## src/rtl/fetch_stage.sv

```systemverilog
// Fetch stage: PC register plus IF/ID pipeline register, with flush/stall event counters.
// One-clock fetch-to-IF/ID latency; a stall holds the PC and IF/ID, a flush redirects the PC and inserts a bubble.
module fetch_stage #(
  parameter logic [31:0] RESET_PC = 32'h0000_0000,
  parameter int          CNT_W    = 32
) (
  input  logic             clk_i,
  input  logic             rst_i,
  input  logic             start_i,
  input  logic             stall_i,
  input  logic             flush_i,
  input  logic [31:0]      branch_target_i,
  output logic [31:0]      imem_addr_o,
  input  logic [31:0]      imem_data_i,
  output logic [31:0]      pc_o,
  output logic [31:0]      ifid_pc_o,
  output logic [31:0]      ifid_instr_o,
  output logic             ifid_valid_o,
  output logic [CNT_W-1:0] stall_cnt_o,
  output logic [CNT_W-1:0] flush_cnt_o,
  output logic             state_o
);

  typedef enum logic {
    IDLE = 1'b0,
    RUN  = 1'b1
  } state_t;

  localparam logic [CNT_W-1:0] CNT_MAX = {CNT_W{1'b1}};
  localparam logic [CNT_W-1:0] CNT_ONE = {{(CNT_W-1){1'b0}}, 1'b1};

  state_t state_q, state_d;
  logic   do_flush, do_stall, do_adv;

  always_ff @(posedge clk_i) begin
    if (!rst_i) begin
      state_q <= IDLE;
    end else begin
      state_q <= state_d;
    end
  end

  // The edge that leaves RUN (start_i low) takes no pipeline action.
  always_comb begin
    state_d  = state_q;
    do_flush = 1'b0;
    do_stall = 1'b0;
    do_adv   = 1'b0;
    case (state_q)
      IDLE: begin
        if (start_i) state_d = RUN;
      end
      RUN: begin
        if (!start_i)     state_d  = IDLE;
        else if (flush_i) do_flush = 1'b1;
        else if (stall_i) do_stall = 1'b1;
        else              do_adv   = 1'b1;
      end
      default: state_d = IDLE;
    endcase
  end

  always_ff @(posedge clk_i) begin
    if (!rst_i) begin
      pc_o         <= RESET_PC;
      ifid_pc_o    <= 32'h0;
      ifid_instr_o <= 32'h0;
      ifid_valid_o <= 1'b0;
      stall_cnt_o  <= '0;
      flush_cnt_o  <= '0;
    end else begin
      if (do_flush) begin
        pc_o         <= branch_target_i;
        ifid_pc_o    <= 32'h0;
        ifid_instr_o <= 32'h0;
        ifid_valid_o <= 1'b0;
        if (flush_cnt_o != CNT_MAX) flush_cnt_o <= flush_cnt_o + CNT_ONE;
      end else if (do_stall) begin
        if (stall_cnt_o != CNT_MAX) stall_cnt_o <= stall_cnt_o + CNT_ONE;
      end else if (do_adv) begin
        pc_o         <= pc_o + 32'd4;
        ifid_pc_o    <= pc_o;
        ifid_instr_o <= imem_data_i;
        ifid_valid_o <= 1'b1;
      end
    end
  end

  assign imem_addr_o = pc_o;
  assign state_o     = state_q;

endmodule

```

## config.mk

```make
export PLATFORM = sky130hd
export DESIGN_NAME = fetch_stage
export DESIGN_NICKNAME = d
export VERILOG_FILES = /design/src/rtl/fetch_stage.sv
export SDC_FILE = /design/constraint.sdc
export NUM_CORES = 1
export LEC_CHECK = 0
export CORE_UTILIZATION = 45
export DETAILED_ROUTE_END_ITERATION = 16
export HOLD_SLACK_MARGIN = 0.03
export PLACE_DENSITY = 0.8
export SYNTH_ARGS = -nofsm -noshare
export SYNTH_HDL_FRONTEND = slang
export SYNTH_SLANG_ARGS = --single-unit
```

## constraint.sdc

```tcl
create_clock -name clk_i -period 3.9 [get_ports clk_i]
set_input_delay 1.17 -clock clk_i [delete_from_list [all_inputs] [get_ports clk_i]]
set_output_delay 1.17 -clock clk_i [all_outputs]
set_load 0.01 [all_outputs]
```

==> Word-level counts from Yosys, hierarchy flattened <==
Index checks and enable logic that the tools add are counted.
{ "classes": {"add_sub_neg": 3, "eq_ne": 3, "mux": 15, "bitwise_logic": 3, "reduce_logical": 6} }
{ "ops": {"columns": ["cell", "n"], "rows": [
  ["32-bit two-way mux", 3],
  ["32-bit by 1-bit adder with 32-bit output (second input constant)", 2],
  ["32-bit != test (second input constant)", 2],
  ["32-bit by 3-bit adder with 32-bit output (second input constant)", 1],
  ["1-bit two-way mux", 12],
  ["2-bit AND reduction", 3],
  ["1-bit NOT", 3],
  ["3-bit AND reduction", 1],
  ["2-bit != test (second input constant)", 1],
  ["2-bit nonzero test", 1],
  ["2-bit OR reduction", 1]
]} }
{ "totals": {"regBits": 162, "wordCells": 37} }

==> Longest topological paths before layout <==
{ "logic_depth": {"depth_word": 7, "ltp_mapped": 9, "ltp_nobuf": 6} }

==> Least setup slack after synthesis <==
Ideal clock, no wire load.
{ "synth_path": {"path_type": "input to register", "start": "input flush_i", "end": "register stall_cnt_o[11]", "setup_time_ns": 0.070, "arrival_ns": 2.844, "t_required_ns": 3.830, "path_slack_ns": 0.986, "cell_stages": 7, "cell_sequence": "clkbuf_1 > nand4b_1 > nor4_1 > o31ai_1 > clkbuf_1 > or3_1 > a21oi_1"} }
{ "synth_via": {"elab_chain_len": 5, "word_cells_on_any_way": 8} }
{ "synth_rtl": {"columns": ["item", "line", "source"], "rows": [
  ["start: declaration", "11", "input logic flush_i,"],
  ["1-bit two-way mux", "55", "else if (flush_i) do_flush = 1'b1;"],
  ["1-bit two-way mux", "54", "if (!start_i) state_d = IDLE;"],
  ["1-bit two-way mux", "49", "case (state_q)"],
  ["1-bit NOT (no source line)", null, null],
  ["3-bit AND reduction (no source line) (*)", null, null],
  ["end signal: assignment", "79", "if (stall_cnt_o != CNT_MAX) stall_cnt_o <= stall_cnt_o + CNT_ONE;"],
  ["end: declaration", "19", "output logic [CNT_W-1:0] stall_cnt_o,"]
]} }
Every way passes the cells marked *; elsewhere a longest branch is shown, timed or not.
A chain may end at the register's enable or synchronous reset.

==> Worst setup path after layout <==
{ "layout_path": {"start": "input stall_i", "end": "register stall_cnt_o[13]"} }
{ "layout_via": {"elab_chain_len": 5} }
{ "layout_rtl": {"columns": ["item", "line", "source"], "rows": [
  ["start: declaration", "10", "input logic stall_i,"],
  ["1-bit two-way mux", "56", "else if (stall_i) do_stall = 1'b1;"],
  ["1-bit two-way mux", "55", null],
  ["1-bit two-way mux", "54", null],
  ["1-bit two-way mux", "49", null],
  ["3-bit AND reduction (no source line)", null, null]
]} }
No other way between the ends.

==> metrics.md <==
| Metric | Value |
|---|---|
| Status | finished, final reports clean |
| # nets final | 1236 |
| Number of global-route vias before repair | 6631 |
| Sequential share of the synthesized area | 43.5% |
| Sink Count | 162 |
| Worst Hold Class | reg2reg |
| Worst R2R Setup Slack | 0.73 ns |
| Hold Path End | ifid_instr_o[8] |
| Synth Area in Adders | 0.503% |
| Synth Flop Type | dfxtp_1 |
| Area growth syn-to-layout | 42.4% |
| Crit path largest cell delay | 0.63 ns |
| GP Congestion | 0.814 |
| Max Fclk | 303 MHz |
| Mux cell area share after synthesis | 0.939% |
| Die ar. | 0.0171 mm² |
| Die Y | 131 µm |
| Htree depth | 4 |
| # IOs | 263 |
| Post-Syn Instances | 955 |
| Clock slew at reported path FFs | 0.07 ns |
| Worst reg2reg endpoint | flush_cnt_o[0] |
| Vias per inst | 5.58 |
| Core Region | 0.0161 mm² |
| Number of enable flip-flop cells after synthesis | 0 |
| Synth Area in Compound Gates | 19.7% |
| Main combinational cell family by area after synthesis | simple AND/OR/NAND/NOR gates |
| Mapped Area | 0.00746 mm² |
| Clk_skew | 0.0114 ns |
| Hold Path Depth | 2 |
| Routed length per instance | 15.7 µm |
| Ys Warns | 0 |
| CTS max path bufs | 2 |
| Placed Area | 0.0100 mm² |
| XOR/XNOR Fraction of Synth Area | 0.939% |
| Top cell type's share of synthesized area | 43.5% |
| Setup bufs post-CTS | 0 |
| Vias post-DR | 7766 |
| Cell Chain, Critical Path | clkdlybuf4s50_1 -> nand4b_1 -> nor4_1 -> o31ai_1 -> or4_1 -> a21oi_1 |
| CP bufs+invs | 1 |
| CP max-delay cell | nor4_1 |
| Final TNS setup | 0 ns |
| Worst EP required | 4.26 ns |
| Max Slew Vio Count | 0 |
| Resized cells post-CTS | 0 |
| Startpoint Class | input pin |
| Initial drt markers | 609 |
| DRT Pass-1 Iters | 5 |
| Final worst slack | 0.604 ns |
| Antenna cell count | 0 |
| Commonest cells after routing, fill and taps aside | clkdlybuf4s50_1, nand2_1, dfxtp_1, a21oi_1, o21ai_0 |
| Total track usage | 25.2% |
| CTS tree | built |
| Worst Path Max Fanout | 11 |
| Final Cycle Share | 84.5% |
| Final Cell Area | 0.0106 mm² |
| Largest net degree at the start of global routing | 72 |
| Initial Utilization | 46.5% |
| Worst r2r src | flush_cnt_o[0] |
| Share of cells above drive strength 1 | 5.35% |
| Clk_lat worst skew | 0.43 ns |
| Leak Pwr | 3.29 nW |
| Hold Vio Cnt, Final | 0 |
| Final setup viols | 0 |
| Kind of critical path | in2reg |
| GR Overflow Total | 0 |
| Root Buffer | clkbuf_16 |
| Total wire length | 21900 µm |
| DRC | 0 |
| Commonest non-fill, non-tap cell in the layout | clkdlybuf4s50_1 |
| Synth Area in Simple Gates | 27.2% |
| Max Cap Violations | 0 |
| Setup crit end kind | flop |
| Cts hold-fix bufs | 0 |
| R2R depth | 7 |
| Avg Cell Area, Syn | 7.81 µm² |
| Fill cells | 1344 |
| Yosys reg bits | 162 |
| TritonCTS buffer count | 17 |
| FFs w/ async S/R, synth | 0% |
| CP arrival | 3.65 ns |
| First-pass GRT wire length | 33800 µm |
| HPWL after DPL | 14900 µm |
| Synth cell types | 49 |
| Slew Limit Headroom | 29.4% |
| Ranking of synthesized cells by area | dfxtp_1, nand2_1, a21oi_1, o21ai_0, buf_4 |
| Hold Slack | 0.453 ns |
| Area leader, netlist | dfxtp_1 |
| Max VDD drop | 0.000286 V |
| Final antenna-violating net count | 0 |
| Hold_sp | ifid_instr_o[8] |
| Die Wd | 131 µm |
| Syn nets | 1027 |
| RSZ-0062 raised after global routing | false |
| Row count | 46 |
| Family with the most delay on the worst path | simple AND/OR/NAND/NOR gates |
| Dpl ws | 0.224 ns |
| Cell Pwr Density | 335 mW/mm² |
| Worst Tran Pin Value | 1.05 ns |
| Tmin final | 3.30 ns |
| I/O Buffers | 262 |
| Initial antenna violation count | 0 |
[registers in the layout, indices dropped and copies added (netlist names)]
name / count
flush_cnt_o: 32
ifid_instr_o: 32
ifid_pc_o: 32
imem_addr_o: 32
stall_cnt_o: 32
ifid_valid_o: 1
state_o: 1
[routing by layer]
metal	share of wire (%)	vias up	global-route usage, %
li1	-	3817	-
met1	43	3614	32.8
met2	48	310	40.1
met3	8.0	25	7.53
met4	1.4	0	8.11
met5	0	-	0
[area by class of cell]
cell class                      count  area, µm²  share of cell area, %
Multi-Input combinational cell    689       3700                   34.8
Sequential cell                   162       3240                   30.5
Timing Repair Buffer              279       2770                   26.1
Clock buffer                       18        439                   4.13
Tap cell                          216        270                   2.54
Clock inverter                     14        145                   1.37
Inverter                           15       56.3                  0.530
[tightest hold or removal path, stage by stage, from the launching register on]
cell,delay [ns]
dfxtp_1,0.31
nand2_1,0.05
a21oi_1,0.05
[cells in the mapped netlist, drive strengths merged, types with 2 or more instances]
master,instances
a2bb2oi,3
xor2,5
o21ai,60
nand3,31
nor3,25
or2,3
a21oi,138
a311oi,6
nor4,12
a211oi,7
nand2,189
buf,45
ha,3
and4,14
nor4b,2
mux2i,7
or3,34
a31oi,2
clkbuf,44
and2,8
o31a,2
nor2,37
o211ai,5
nand2b,5
xnor2,3
nand4,21
o31ai,18
o221ai,4
o21a,3
o22ai,5
dfxtp,162
or4,20
inv,15
and3,9
[cell families (layout without fill, tap and decap cells)]
family                     after synthesis  in the layout
adders and majority gates                3              3
DFF                                    162            162
buffers and inverters                  104            326
and+or+nand+nor                        413            413
muxes                                    7              7
AOI/OAI and AO/OA                      258            258
xor gates and xnor gates                 8              8
[how the worst max path moves through the flow]
stage | from | to | cells past startpoint
after floorplan | flush_i | stall_cnt_o[11] | 7
after global placement | stall_i | stall_cnt_o[13] | 6
after detailed placement | stall_i | stall_cnt_o[13] | 6
after CTS | stall_i | stall_cnt_o[13] | 6
after global routing | stall_i | stall_cnt_o[13] | 6
final | stall_i | stall_cnt_o[13] | 6
[through the flow]
stage               cells  power, W  util [%]
global route         1393   0.00370      66.1
floorplan             955   0.00182         -
global placement     1361   0.00195      62.5
CTS                  1393   0.00359      66.1
detailed placement   1361   0.00195      62.5
finish               1393   0.00356      66.1
[where the power goes]
part / switching, W / internal [W] / total [W] / leakage, nW
Sequential: 0.0000180 / 0.00167 / 0.00168 / 1.31
Clock: 0.000734 / 0.000914 / 0.00165 / 0.271
Combinational: 0.000109 / 0.000119 / 0.000229 / 1.71
No activity file was read; power rests on OpenSTA's default activity.
